==> config.mk <==
export PLATFORM = sky130hd
export DESIGN_NAME = exc_flush_ctrl
export DESIGN_NICKNAME = d
export VERILOG_FILES = /design/src/rtl/cpu_pkg.sv /design/src/rtl/int_sync.sv /design/src/rtl/exc_flush_ctrl.sv
export SDC_FILE = /design/constraint.sdc
export NUM_CORES = 1
export LEC_CHECK = 0
export CAP_MARGIN = 20
export CORE_UTILIZATION = 42
export CTS_CLUSTER_DIAMETER = 120
export CTS_CLUSTER_SIZE = 40
export DETAILED_ROUTE_END_ITERATION = 16
export GPL_TIMING_DRIVEN = 1
export PLACE_DENSITY = 0.89
export SLEW_MARGIN = 20
export SYNTH_ARGS = -nofsm -noshare
export SYNTH_HDL_FRONTEND = slang
export SYNTH_SLANG_ARGS = --single-unit
==> constraint.sdc <==
create_clock -name clk -period 1.9 [get_ports clk]
set_input_delay 0.19 -clock clk [delete_from_list [all_inputs] [get_ports clk]]
set_output_delay 0.19 -clock clk [all_outputs]
set_load 0.005 [all_outputs]
==> src/rtl/cpu_pkg.sv <==
// Shared CPU definitions: CP0 exception codes, flush-controller state encoding,
// default handler entry and the victim EPC rule.
package cpu_pkg;

    localparam logic [4:0] EXC_INT = 5'h00;
    localparam logic [4:0] EXC_SYS = 5'h08;
    localparam logic [4:0] EXC_BP  = 5'h09;
    localparam logic [4:0] EXC_RI  = 5'h0A;
    localparam logic [4:0] EXC_OV  = 5'h0C;

    localparam logic [31:0] EXC_ENTRY_DEFAULT = 32'hBFC00380;

    typedef enum logic [1:0] {
        ST_IDLE     = 2'd0,
        ST_FLUSH    = 2'd1,
        ST_REDIRECT = 2'd2
    } flush_state_t;

    // A delay-slot victim restarts at its branch; the subtraction wraps modulo 2^32.
    function automatic logic [31:0] victim_epc(input logic [31:0] pc, input logic bd);
        return bd ? (pc - 32'd4) : pc;
    endfunction

endpackage

==> src/rtl/int_sync.sv <==
// Multi-flop synchronizer bringing the asynchronous hardware interrupt lines into clk.
module int_sync #(
    parameter int STAGES = 2,
    parameter int WIDTH  = 6
) (
    input  logic             clk,
    input  logic             reset,
    input  logic [WIDTH-1:0] async_in,
    output logic [WIDTH-1:0] sync_out
);

    logic [WIDTH-1:0] stage_reg [STAGES];

    genvar gi;
    generate
        for (gi = 0; gi < STAGES; gi++) begin : g_stage
            if (gi == 0) begin : g_first
                always_ff @(posedge clk) begin
                    if (reset) stage_reg[gi] <= '0;
                    else       stage_reg[gi] <= async_in;
                end
            end else begin : g_rest
                always_ff @(posedge clk) begin
                    if (reset) stage_reg[gi] <= '0;
                    else       stage_reg[gi] <= stage_reg[gi-1];
                end
            end
        end
    endgenerate

    assign sync_out = stage_reg[STAGES-1];

endmodule

==> src/rtl/exc_flush_ctrl.sv <==
// Writeback-stage exception/interrupt/ERET controller: kills the victim, flushes
// the pipeline, commits CP0 state and redirects fetch with a ready handshake.
module exc_flush_ctrl
    import cpu_pkg::*;
#(
    parameter logic [31:0] EXC_ENTRY   = EXC_ENTRY_DEFAULT,
    parameter int          SYNC_STAGES = 2
) (
    input  logic        clk,
    input  logic        reset,
    input  logic        ws_valid,
    input  logic        ws_exc,
    input  logic [4:0]  ws_exc_code,
    input  logic        ws_eret,
    input  logic [31:0] ws_pc,
    input  logic        ws_bd,
    input  logic [31:0] cp0_epc,
    input  logic        cp0_ie,
    input  logic        cp0_exl,
    input  logic [5:0]  cp0_im,
    input  logic [5:0]  hw_int,
    input  logic        redirect_ready,
    output logic        kill_wb,
    output logic        ws_hold,
    output logic        flush,
    output logic        cp0_commit,
    output logic [4:0]  cp0_code,
    output logic [31:0] cp0_epc_wr,
    output logic        cp0_bd,
    output logic        cp0_eret,
    output logic        redirect_valid,
    output logic [31:0] redirect_pc
);

    flush_state_t state_reg;
    logic         flush_reg;
    logic         cp0_commit_reg;
    logic         cp0_eret_reg;
    logic [4:0]   cp0_code_reg;
    logic [31:0]  cp0_epc_wr_reg;
    logic         cp0_bd_reg;
    logic         redirect_valid_reg;
    logic [31:0]  redirect_pc_reg;

    logic [5:0]   hw_int_sync;
    logic         int_pend;
    logic         in_idle;
    logic         event_now;
    logic         is_eret;

    int_sync #(
        .STAGES (SYNC_STAGES),
        .WIDTH  (6)
    ) u_int_sync (
        .clk      (clk),
        .reset    (reset),
        .async_in (hw_int),
        .sync_out (hw_int_sync)
    );

    assign int_pend  = cp0_ie & ~cp0_exl & (|(cp0_im & hw_int_sync));
    assign in_idle   = (state_reg == ST_IDLE);
    assign event_now = in_idle & ws_valid & (ws_exc | int_pend | ws_eret);
    // ERET only wins when neither an exception nor an interrupt is present.
    assign is_eret   = ~ws_exc & ~int_pend & ws_eret;
    assign kill_wb   = in_idle & ws_valid & (ws_exc | int_pend);

    always_ff @(posedge clk) begin
        if (reset) begin
            state_reg          <= ST_IDLE;
            flush_reg          <= 1'b0;
            cp0_commit_reg     <= 1'b0;
            cp0_eret_reg       <= 1'b0;
            cp0_code_reg       <= '0;
            cp0_epc_wr_reg     <= '0;
            cp0_bd_reg         <= 1'b0;
            redirect_valid_reg <= 1'b0;
            redirect_pc_reg    <= '0;
        end else begin
            case (state_reg)
                ST_IDLE: begin
                    if (event_now) begin
                        state_reg      <= ST_FLUSH;
                        flush_reg      <= 1'b1;
                        cp0_commit_reg <= ~is_eret;
                        cp0_eret_reg   <= is_eret;
                        if (!is_eret) begin
                            cp0_code_reg   <= ws_exc ? ws_exc_code : EXC_INT;
                            cp0_epc_wr_reg <= victim_epc(ws_pc, ws_bd);
                            cp0_bd_reg     <= ws_bd;
                        end
                        // Target is frozen now so later EPC/interrupt changes cannot retarget.
                        redirect_pc_reg <= is_eret ? cp0_epc : EXC_ENTRY;
                    end
                end
                ST_FLUSH: begin
                    state_reg          <= ST_REDIRECT;
                    flush_reg          <= 1'b0;
                    cp0_commit_reg     <= 1'b0;
                    cp0_eret_reg       <= 1'b0;
                    redirect_valid_reg <= 1'b1;
                end
                ST_REDIRECT: begin
                    if (redirect_ready) begin
                        state_reg          <= ST_IDLE;
                        redirect_valid_reg <= 1'b0;
                    end
                end
                default: begin
                    state_reg          <= ST_IDLE;
                    flush_reg          <= 1'b0;
                    cp0_commit_reg     <= 1'b0;
                    cp0_eret_reg       <= 1'b0;
                    redirect_valid_reg <= 1'b0;
                end
            endcase
        end
    end

    assign ws_hold        = ~in_idle;
    assign flush          = flush_reg;
    assign cp0_commit     = cp0_commit_reg;
    assign cp0_eret       = cp0_eret_reg;
    assign cp0_code       = cp0_code_reg;
    assign cp0_epc_wr     = cp0_epc_wr_reg;
    assign cp0_bd         = cp0_bd_reg;
    assign redirect_valid = redirect_valid_reg;
    assign redirect_pc    = redirect_pc_reg;

endmodule

==> impl_metrics.env <==
export IMPL_critPathArrivalTime_ns=2.05
export IMPL_syn2layout_area_growth_pct=61.3
export IMPL_cts_buffer_depth=2
export IMPL_firstDrtPassIters=4
export IMPL_layout_commonest_cell="clkdlybuf4s50_1"
export IMPL_timing_final_ws_setup_ns=0.0862
export IMPL_final_antenna_net_count=0
export IMPL_numCtsBuffers=9
export IMPL_num_antenna_cells=0
export IMPL_yosysSeqAreaShare_pct=47.8
export IMPL_slew_viol_final=0
export IMPL_drcViolationCount=0
export IMPL_yosysUniqueCellTypes=48
export IMPL_clk_pin_slew_ns=0.09
export IMPL_die_x_um=95.7
export IMPL_crit_path_end_kind="flop"
export IMPL_fin_skew_ns=0.00456
export IMPL_clkLatencyLatePin_ns=0.34
export IMPL_synthTopCellsByArea="dfxtp_1, nor2_1, a22o_1, a211oi_2, xor2_1"
export IMPL_fin_area_sq_um=5940
export IMPL_start_kind="flop"
export IMPL_fp_row_count=33
export IMPL_synth_top_area_cell="dfxtp_1"
export IMPL_yosysTopAreaCellShare_pct=47.8
export IMPL_vdd_ir_drop_max_uv=452
export IMPL_status="complete, no violations"
export IMPL_finalCritPeriodShare_pct=95.5
export IMPL_hp_class="primary input to flop"
export IMPL_fillers=641
export IMPL_dp_cells=674
export IMPL_die_area_sq_um=9150
export IMPL_synth_edf_count=0
export IMPL_power_density_nw_per_um2=708
export IMPL_worst_slew_pin_slew_ns=0.443
export IMPL_ys_flop_type="dfxtp_1"
export IMPL_grt_pass1_vias=3466
export IMPL_antenna_found_initial=0
export IMPL_hold_ws_ns=0.380
export IMPL_vias=3494
export IMPL_avgRoutedWirePerCell_um=15.1
export IMPL_relSlewSlack_pct=70.5
export IMPL_initial_core_util_pct=44.2
export IMPL_nets=673
export IMPL_post_dp_cell_area_sq_um=5710
export IMPL_place_congestion=0.833
export IMPL_avgSynthCellArea_sq_um=9.60
export IMPL_pin_count=166
export IMPL_syn_nets=475
export IMPL_synth_seq_cells=88
export IMPL_netlist_instances=384
export IMPL_final_cell_mix="clkdlybuf4s50_1, dfxtp_1, nor2_1, buf_4, nor3_1"
export IMPL_max_freq_mhz=551
export IMPL_hpwlAfterDp_mm=7.87
export IMPL_final_cells=692
export IMPL_cts_root_buf="clkbuf_8"
export IMPL_cts_tree="done"
export IMPL_crit_required_ns=2.14
export IMPL_dpl_worst_slack_ns=-0.266
export IMPL_fin_crit_ns=1.81
export IMPL_hold_viol=0
export IMPL_setup_viol=0
export IMPL_p_leak_nw=2.20
export IMPL_crit_fanout=20
export IMPL_cts_sinks=88
export IMPL_syn_area_sq_um=3680
export IMPL_path_class="flop to flop"
export IMPL_vias_per_cell=5.05
export IMPL_async_reset_ff_share_pct=0
export IMPL_grt_start_max_net_pins=67
export IMPL_drt_total_wl_mm=10.4
export IMPL_ys_warn_count=0
export IMPL_htreeDepth=3
export IMPL_grt_pass1_wl_mm=15.9
export IMPL_rsz0062_at_grt="no"
export IMPL_grt_util_all_layers_pct=22.7
export IMPL_fp_dieH_um=95.7
export IMPL_layout_drive_gt1_share_pct=16.4
export IMPL_grt_overflow=0
export IMPL_max_cap_violations=0
export IMPL_io_buffers=165
export IMPL_core_region_area_sq_um=8340
export IMPL_drt_iter0_drc=74
[routing by layer]
| metal | part of all wire (%) | global-route usage, % | routed length [um] | vias up |
|---|---|---|---|---|
| li1 | - | - | - | 1741 |
| met1 | 40 | 25.9 | 4190 | 1635 |
| met2 | 52 | 40.3 | 5430 | 106 |
| met3 | 6.4 | 5.42 | 669 | 12 |
| met4 | 1.4 | 9.33 | 142 | 0 |
| met5 | 0 | 0 | 0 | - |
[report_power, final]
group	switching, mW	internal [mW]
Clock	0.666	0.648
Combinational	0.342	0.528
Sequential	0.0642	1.96
Total	1.07	3.14
[repair_timing]
action	4_1_cts	5_1_grt
pin swaps	2	0
resized for setup	3	2
setup endpoints to repair	1	4
buffers inserted	2	0
hold buffers	0	0
[cell usage after synthesis (all sizes together), types with 6 or more instances]
| master | n |
|---|---|
| a211oi | 28 |
| a21oi | 9 |
| a22o | 20 |
| buf | 9 |
| clkbuf | 14 |
| dfxtp | 88 |
| inv | 8 |
| nand2 | 13 |
| nand4 | 7 |
| nor2 | 76 |
| nor2b | 15 |
| nor3 | 24 |
| nor4 | 6 |
| xnor2 | 11 |
| xor2 | 16 |
[cells by family after synthesis]
logic type | count (synthesis) | share of synthesized area, %
adders and majority gates | 1 | 0.340
and+or+nand+nor | 165 | 23.7
buffers and inverters | 32 | 4.75
AOI/OAI and AO/OA | 67 | 15.9
xor gates and xnor gates | 27 | 6.42
muxes | 4 | 1.09
DFF | 88 | 47.8
[stage by stage]
step	power (mW)	utilization, %	setup TNS [ns]
finish	4.21	71.3	0
global route	4.40	71.3	0
CTS	4.25	71.1	0
detailed placement	2.93	68.4	-11.46
global placement	2.90	68.4	-8.50
floorplan	2.38	-	0
[area by class of cell]
cell class | instances | area [sq um] | share of cell area (%)
inverter | 8 | 30.0 | 0.505
tap | 105 | 131 | 2.21
clock inverter | 6 | 68.8 | 1.16
multi-input combinational | 264 | 1770 | 29.7
timing repair buffer | 211 | 2050 | 34.5
sequential | 88 | 1760 | 29.6
clock buffer | 10 | 138 | 2.32
[critical path: stages, from the launching register on]
cell and delay (ns):
dfxtp_1 0.32, a22oi_1 0.08, a311o_2 0.43, buf_4 0.17, a31oi_2 0.22, nor2_1 0.10, buf_12 0.16, a22o_1 0.24
[worst paths after layout]
check / startpoint / end / slack, ns / cells past startpoint
worst min-delay path: reset / cp0_bd$_SDFFE_PP0P_ / 0.38 / 3
worst max-delay path: u_int_sync.stage_reg[1][1]$_SDFF_PP0_ / redirect_pc[14]$_SDFFE_PP0P_ / 0.09 / 7
worst min register to register: u_int_sync.stage_reg[0][5]$_SDFF_PP0_ / u_int_sync.stage_reg[1][5]$_SDFF_PP0_ / 0.44 / 1
worst max register to register: u_int_sync.stage_reg[1][1]$_SDFF_PP0_ / redirect_pc[14]$_SDFFE_PP0P_ / 0.09 / 7
No activity file was read; power rests on OpenSTA's default activity.
